### config.mk
export PLATFORM = sky130hd
export DESIGN_NAME = uart_cmd_ctrl
export DESIGN_NICKNAME = d
export VERILOG_FILES = /design/src/rtl/uart_cmd_pkg.sv /design/src/rtl/uart_cmd_ctrl_tx_push.sv /design/src/rtl/uart_cmd_ctrl.sv
export SDC_FILE = /design/constraint.sdc
export NUM_CORES = 1
export LEC_CHECK = 0
export ABC_AREA = 0
export CORE_UTILIZATION = 54
export DETAILED_ROUTE_END_ITERATION = 12
export GPL_TIMING_DRIVEN = 0
export PLACE_DENSITY = 0.94
export SYNTH_ARGS = -nofsm -noshare
export SYNTH_HDL_FRONTEND = slang
export SYNTH_SLANG_ARGS = --single-unit
export TNS_END_PERCENT = 50
### constraint.sdc
create_clock -name REF_CLK -period 2.45 [get_ports REF_CLK]
set_input_delay 0.49 -clock REF_CLK [delete_from_list [all_inputs] [get_ports REF_CLK]]
set_output_delay 0.49 -clock REF_CLK [all_outputs]
set_load 0.05 [all_outputs]
### src/rtl/uart_cmd_pkg.sv
// Shared definitions for the UART command controller: command opcodes,
// operand register addresses and the controller state encoding.
package uart_cmd_pkg;

    localparam logic [7:0] CMD_RF_WR   = 8'hAA;
    localparam logic [7:0] CMD_RF_RD   = 8'hBB;
    localparam logic [7:0] CMD_ALU_OP  = 8'hCC;
    localparam logic [7:0] CMD_ALU_NOP = 8'hDD;

    localparam int OPA_ADDR = 0;
    localparam int OPB_ADDR = 1;

    typedef enum logic [3:0] {
        ST_IDLE,
        ST_WR_ADDR,
        ST_WR_DATA,
        ST_RD_ADDR,
        ST_RD_WAIT,
        ST_OPA,
        ST_OPB,
        ST_ALU_FUN_S,
        ST_ALU_WAIT,
        ST_TX_LO,
        ST_TX_HI,
        ST_TX_RD
    } cmd_state_e;

endpackage

### src/rtl/uart_cmd_ctrl_tx_push.sv
// Byte-push sequencer toward the TX FIFO: accepts a byte when the FIFO is not
// full and issues a registered one-cycle push strobe; the data register holds while stalled.
module uart_cmd_tx_push #(
    parameter int DATA_WIDTH = 8
) (
    input  logic                  clk,
    input  logic                  rst_n,
    input  logic                  push_req,
    input  logic [DATA_WIDTH-1:0] push_data,
    input  logic                  fifo_full,
    output logic                  push_ack,
    output logic [DATA_WIDTH-1:0] fifo_wr_data,
    output logic                  fifo_wr_inc
);

    logic [DATA_WIDTH-1:0] wr_data_q, wr_data_d;
    logic                  wr_inc_q, wr_inc_d;

    assign push_ack = push_req & ~fifo_full;

    always_comb begin
        wr_data_d = wr_data_q;
        wr_inc_d  = 1'b0;
        if (push_ack) begin
            wr_data_d = push_data;
            wr_inc_d  = 1'b1;
        end
    end

    always_ff @(posedge clk or negedge rst_n) begin
        if (!rst_n) begin
            wr_data_q <= '0;
            wr_inc_q  <= 1'b0;
        end else begin
            wr_data_q <= wr_data_d;
            wr_inc_q  <= wr_inc_d;
        end
    end

    assign fifo_wr_data = wr_data_q;
    assign fifo_wr_inc  = wr_inc_q;

endmodule

### src/rtl/uart_cmd_ctrl.sv
// Multi-frame UART command decoder driving the register file, the ALU and the TX FIFO.
// Optional inter-frame timeout is compiled in with CMD_CTRL_TIMEOUT_EN.
module uart_cmd_ctrl
    import uart_cmd_pkg::*;
#(
    parameter int DATA_WIDTH     = 8,
    parameter int ADDR_WIDTH     = 4,
    parameter int ALU_FUN_WIDTH  = 4,
    parameter int TIMEOUT_CYCLES = 65535
) (
    input  logic                     REF_CLK,
    input  logic                     RST,
    input  logic [DATA_WIDTH-1:0]    RX_P_DATA,
    input  logic                     RX_D_VLD,
    output logic [ADDR_WIDTH-1:0]    RF_ADDR,
    output logic                     RF_WR_EN,
    output logic [DATA_WIDTH-1:0]    RF_WR_DATA,
    output logic                     RF_RD_EN,
    input  logic [DATA_WIDTH-1:0]    RF_RD_DATA,
    input  logic                     RF_RD_DATA_VLD,
    output logic [ALU_FUN_WIDTH-1:0] ALU_FUN,
    output logic                     ALU_EN,
    input  logic [2*DATA_WIDTH-1:0]  ALU_OUT,
    input  logic                     ALU_OUT_VLD,
    output logic                     CLK_GATE_EN,
    output logic [DATA_WIDTH-1:0]    FIFO_WR_DATA,
    output logic                     FIFO_WR_INC,
    input  logic                     FIFO_FULL
);

    cmd_state_e                state_q, state_d;
    logic [ADDR_WIDTH-1:0]     wr_addr_q, wr_addr_d;
    logic [ADDR_WIDTH-1:0]     rf_addr_q, rf_addr_d;
    logic                      rf_wr_en_q, rf_wr_en_d;
    logic [DATA_WIDTH-1:0]     rf_wr_data_q, rf_wr_data_d;
    logic                      rf_rd_en_q, rf_rd_en_d;
    logic [ALU_FUN_WIDTH-1:0]  alu_fun_q, alu_fun_d;
    logic                      alu_en_q, alu_en_d;
    logic [DATA_WIDTH-1:0]     rd_data_q, rd_data_d;
    logic [2*DATA_WIDTH-1:0]   alu_res_q, alu_res_d;

    logic                      push_req;
    logic [DATA_WIDTH-1:0]     push_data;
    logic                      push_ack;

`ifdef CMD_CTRL_TIMEOUT_EN
    localparam int CNT_W = $clog2(TIMEOUT_CYCLES + 1);
    logic [CNT_W-1:0] tmo_cnt_q, tmo_cnt_d;
    logic             tmo_armed;
`endif

    always_comb begin
        state_d      = state_q;
        wr_addr_d    = wr_addr_q;
        rf_addr_d    = rf_addr_q;
        rf_wr_en_d   = 1'b0;
        rf_wr_data_d = rf_wr_data_q;
        rf_rd_en_d   = 1'b0;
        alu_fun_d    = alu_fun_q;
        alu_en_d     = 1'b0;
        rd_data_d    = rd_data_q;
        alu_res_d    = alu_res_q;
        push_req     = 1'b0;
        push_data    = rd_data_q;

        case (state_q)
            ST_IDLE: begin
                if (RX_D_VLD) begin
                    case (RX_P_DATA)
                        CMD_RF_WR:   state_d = ST_WR_ADDR;
                        CMD_RF_RD:   state_d = ST_RD_ADDR;
                        CMD_ALU_OP:  state_d = ST_OPA;
                        CMD_ALU_NOP: state_d = ST_ALU_FUN_S;
                        default:     state_d = ST_IDLE;
                    endcase
                end
            end
            ST_WR_ADDR: begin
                if (RX_D_VLD) begin
                    wr_addr_d = RX_P_DATA[ADDR_WIDTH-1:0];
                    state_d   = ST_WR_DATA;
                end
            end
            ST_WR_DATA: begin
                if (RX_D_VLD) begin
                    rf_wr_en_d   = 1'b1;
                    rf_addr_d    = wr_addr_q;
                    rf_wr_data_d = RX_P_DATA;
                    state_d      = ST_IDLE;
                end
            end
            ST_RD_ADDR: begin
                if (RX_D_VLD) begin
                    rf_rd_en_d = 1'b1;
                    rf_addr_d  = RX_P_DATA[ADDR_WIDTH-1:0];
                    state_d    = ST_RD_WAIT;
                end
            end
            ST_RD_WAIT: begin
                if (RF_RD_DATA_VLD) begin
                    rd_data_d = RF_RD_DATA;
                    state_d   = ST_TX_RD;
                end
            end
            ST_OPA: begin
                if (RX_D_VLD) begin
                    rf_wr_en_d   = 1'b1;
                    rf_addr_d    = ADDR_WIDTH'(OPA_ADDR);
                    rf_wr_data_d = RX_P_DATA;
                    state_d      = ST_OPB;
                end
            end
            ST_OPB: begin
                if (RX_D_VLD) begin
                    rf_wr_en_d   = 1'b1;
                    rf_addr_d    = ADDR_WIDTH'(OPB_ADDR);
                    rf_wr_data_d = RX_P_DATA;
                    state_d      = ST_ALU_FUN_S;
                end
            end
            ST_ALU_FUN_S: begin
                if (RX_D_VLD) begin
                    alu_fun_d = RX_P_DATA[ALU_FUN_WIDTH-1:0];
                    alu_en_d  = 1'b1;
                    state_d   = ST_ALU_WAIT;
                end
            end
            ST_ALU_WAIT: begin
                if (ALU_OUT_VLD) begin
                    alu_res_d = ALU_OUT;
                    state_d   = ST_TX_LO;
                end
            end
            ST_TX_LO: begin
                push_req  = 1'b1;
                push_data = alu_res_q[DATA_WIDTH-1:0];
                if (push_ack) state_d = ST_TX_HI;
            end
            ST_TX_HI: begin
                push_req  = 1'b1;
                push_data = alu_res_q[2*DATA_WIDTH-1:DATA_WIDTH];
                if (push_ack) state_d = ST_IDLE;
            end
            ST_TX_RD: begin
                push_req  = 1'b1;
                push_data = rd_data_q;
                if (push_ack) state_d = ST_IDLE;
            end
            default: state_d = ST_IDLE;
        endcase

`ifdef CMD_CTRL_TIMEOUT_EN
        // Frame-waiting states only; a silent line drops the command without any strobe.
        tmo_armed = (state_q inside {ST_WR_ADDR, ST_WR_DATA, ST_RD_ADDR,
                                     ST_OPA, ST_OPB, ST_ALU_FUN_S});
        tmo_cnt_d = '0;
        if (tmo_armed && !RX_D_VLD) begin
            if (tmo_cnt_q == CNT_W'(TIMEOUT_CYCLES - 1)) begin
                state_d = ST_IDLE;
            end else begin
                tmo_cnt_d = tmo_cnt_q + 1'b1;
            end
        end
`endif
    end

    always_ff @(posedge REF_CLK or negedge RST) begin
        if (!RST) begin
            state_q      <= ST_IDLE;
            wr_addr_q    <= '0;
            rf_addr_q    <= '0;
            rf_wr_en_q   <= 1'b0;
            rf_wr_data_q <= '0;
            rf_rd_en_q   <= 1'b0;
            alu_fun_q    <= '0;
            alu_en_q     <= 1'b0;
            rd_data_q    <= '0;
            alu_res_q    <= '0;
        end else begin
            state_q      <= state_d;
            wr_addr_q    <= wr_addr_d;
            rf_addr_q    <= rf_addr_d;
            rf_wr_en_q   <= rf_wr_en_d;
            rf_wr_data_q <= rf_wr_data_d;
            rf_rd_en_q   <= rf_rd_en_d;
            alu_fun_q    <= alu_fun_d;
            alu_en_q     <= alu_en_d;
            rd_data_q    <= rd_data_d;
            alu_res_q    <= alu_res_d;
        end
    end

`ifdef CMD_CTRL_TIMEOUT_EN
    always_ff @(posedge REF_CLK or negedge RST) begin
        if (!RST) tmo_cnt_q <= '0;
        else      tmo_cnt_q <= tmo_cnt_d;
    end
`endif

    uart_cmd_tx_push #(
        .DATA_WIDTH (DATA_WIDTH)
    ) u_tx_push (
        .clk          (REF_CLK),
        .rst_n        (RST),
        .push_req     (push_req),
        .push_data    (push_data),
        .fifo_full    (FIFO_FULL),
        .push_ack     (push_ack),
        .fifo_wr_data (FIFO_WR_DATA),
        .fifo_wr_inc  (FIFO_WR_INC)
    );

    // The ALU clock runs exactly while a function frame or its result is outstanding.
    assign CLK_GATE_EN = (state_q == ST_ALU_FUN_S) || (state_q == ST_ALU_WAIT);

    assign RF_ADDR    = rf_addr_q;
    assign RF_WR_EN   = rf_wr_en_q;
    assign RF_WR_DATA = rf_wr_data_q;
    assign RF_RD_EN   = rf_rd_en_q;
    assign ALU_FUN    = alu_fun_q;
    assign ALU_EN     = alu_en_q;

endmodule
==> flow_summary.ini <==
[logic_synthesis]
ys_top_cells_by_count = 60 x dfrtp_1, 34 x mux2_1, 19 x nand2b_1, 13 x o21ai_1, 9 x nor2_1
synth_seq_cells = 60
ys_types = 51
synth_ff_type = dfrtp_1
seq_area_frac_synth = 0.4946
yosysTopAreaCell = dfrtp_1
syn-num-nets = 281
yosys.area.top_type_share = 0.4946
avgSynthCellArea_sq_um = 12.49
synth_edf_count = 0
synth_area_sq_um = 3035
yosys-top-cells-area = dfrtp_1 49%, mux2_1 13%, mux2_4 4.0%, nand2b_1 3.9%, mux2_2 2.6%
synth.most_common_cell = dfrtp_1
ys_warn_count = 0
synthCells = 243
async_reset_ff_frac = 1.000

[floorplanning]
dieHeight_um = 76.98
dieArea_sq_um = 5925
io_pins = 67
start_util = 0.5760
num_rows = 26
die_w_um = 76.98
core_sq_um = 5270

[min_path]
hold_path.class = in -> async

[routing]
detail_route.wl_per_cell_um = 17.84
vias = 2269
routed_wl_mm = 7.029
detail_route.iter0.violations = 224
drt_first_pass_iters = 4
drcViolationCount = 0
via_per_inst = 5.759
postRouteAntennaNets = 0

[setup_path]
cp.required_ps = 1960
reg2reg_from = state_q[3]
cpPeakStageDelay_ps = 480
arrival_ps = 1820
r2r_setup_slack_ps = 600
cp-end-kind = output pin
crit_chain = clkbuf_1, nand2b_1, o21ai_0, buf_2
rr_endpoint = rd_data_q[6]
path_max_fanout = 10
crit_slowest_cell = dfrtp_1
worstSetupPathType = reg -> out
cp-start-kind = flip-flop
worstRegToRegCells = 4

[clock_network]
cts_tree = built
clock_latency_ps = 330
cts_inserted_buffers = 9
htreeDepth = 3
clkSinkCount = 60
cts-root-buf = clkbuf_8
cts_buffer_depth = 2
clk_pin_slew_ps = 60

[cells_and_area]
fillers = 355
nets = 359
instances_no_fill = 394
final_cell_area_sq_um = 3950
post-route-util = 0.7495
regArea_sq_um = 1501
n_antenna_cell = 0
multi_input_area_sq_um = 1405
area_growth_pct = 30.13
drive_above_1_share = 0.1821

[timing]
rsz0062_at_grt = false
setup_violations = 0
hold_viol = 0
fmax_mhz = 432.2
slew_violations = 0
finalSetupTns_ps = 0
setup_slack_ps = 136.1
fin_crit_ps = 2314
tightestPinTransition_ps = 692.6
period_share = 0.9445
whs_ps = 196.0
relSlewSlack = 0.5383
clock_skew_ps = 8.014

[pwr]
p_leak_nw = 1.685
max-vdd-ir-drop_uv = 922.0
total_power_mw = 5.511
powerDensity_nw_per_um2 = 1395

[placed_design]
post_dp_cell_area_sq_um = 3799
io_buffers = 66
place.gp.congestion = 0.8631
dp_hpwl_mm = 5.193
dp_slack_ps = -15.37
dp_cells = 380

[outcome]
status = complete, no violations

[flow_run]
maxCapViolCount = 0

[global_route]
antenna_found_initial = 0
grt_pass1_wl_mm = 11.63
grtUsageTotal = 0.2605
grt_remaining_overflow = 0
grt_pass1_vias = 2423
grt_max_degree = 32
==> what timing repair did <==
item                       in CTS  in global routing
setup endpoints to repair       1                  1
setup buffers                   0                  0
resized for setup               4                  2
hold buffers                    0                  0
pin swaps                       0                  0
==> placed cells by master (no fill, tap or decap), types with 2 or more instances in the layout <==
cell	instances
clkdlybuf4s50_1	64
buf_6	4
clkbuf_1	3
nor3b_2	2
a31oi_1	3
clkinv_2	3
clkbuf_8	10
o22ai_1	8
nand2_1	7
dfrtp_1	60
o211ai_1	2
mux2_4	8
a21boi_1	2
nand4bb_1	3
buf_2	8
o311ai_1	8
mux2_1	34
a21oi_1	4
o21ai_0	3
mux2_2	7
nor3_1	3
buf_4	3
o21ai_1	13
nand2b_1	19
nor2b_1	3
inv_1	2
xor2_1	2
nor2_1	9
==> critical path, delay by kind of cell, from the launching register on <==
family / cells / cell delay (ps)
buffers and inverters: 2 / 580
flip-flops: 1 / 480
AND/OR/NAND/NOR: 1 / 230
AO/OA/AOI/OAI: 1 / 200
==> per-layer routing <==
metal  GRT usage  share of wire  vias up
met2      0.4125           0.49       85
met4      0.1170          0.022        0
li1            -              -     1051
met3     0.05833          0.065       13
met1      0.3425           0.43     1120
met5           0              0        -
==> sequential cells by signal, summed over array words and instances (netlist names) <==
name / count
rd_data_q: 8
wr_addr_q: 4
ALU_FUN: 4
RF_RD_EN: 1
ALU_EN: 1
alu_res_q: 16
RF_ADDR: 4
u_tx_push.fifo_wr_inc: 1
state_q: 4
RF_WR_EN: 1
RF_WR_DATA: 8
u_tx_push.fifo_wr_data: 8
==> cells by family after synthesis <==
group,share of synthesized area
DFF,0.4946
muxes,0.1950
and+or+nand+nor,0.1389
buffers and inverters,0.04246
xor gates and xnor gates,0.005772
AOI/OAI and AO/OA,0.1233
==> final cells by class <==
type,instances,share of cell area
Timing Repair Buffer,67,0.1698
Sequential cell,60,0.3801
Tap cell,70,0.02217
Clock inverter,3,0.003801
Inverter,3,0.006018
Multi-Input combinational cell,165,0.3557
Clock buffer,11,0.03579
Buffer,15,0.02661
==> power by group <==
group | internal [mW] | switching, mW | total [mW]
clock network | 0.378 | 0.356 | 0.733
registers | 1.46 | 0.286 | 1.74
logic | 1.27 | 1.77 | 3.04
==> worst max-delay path by stage <==
stage / cells after the start / to / from / slack, ps
CTS: 4 / CLK_GATE_EN / state_q[3] / 30
finish: 4 / CLK_GATE_EN / state_q[3] / 140
global route: 4 / CLK_GATE_EN / state_q[3] / 10
detailed placement: 4 / CLK_GATE_EN / state_q[3] / -20
floorplan: 3 / CLK_GATE_EN / state_q[3] / 40
global placement: 1 / alu_res_q[10] / RST / -910
No activity file was read; power rests on OpenSTA's default activity.
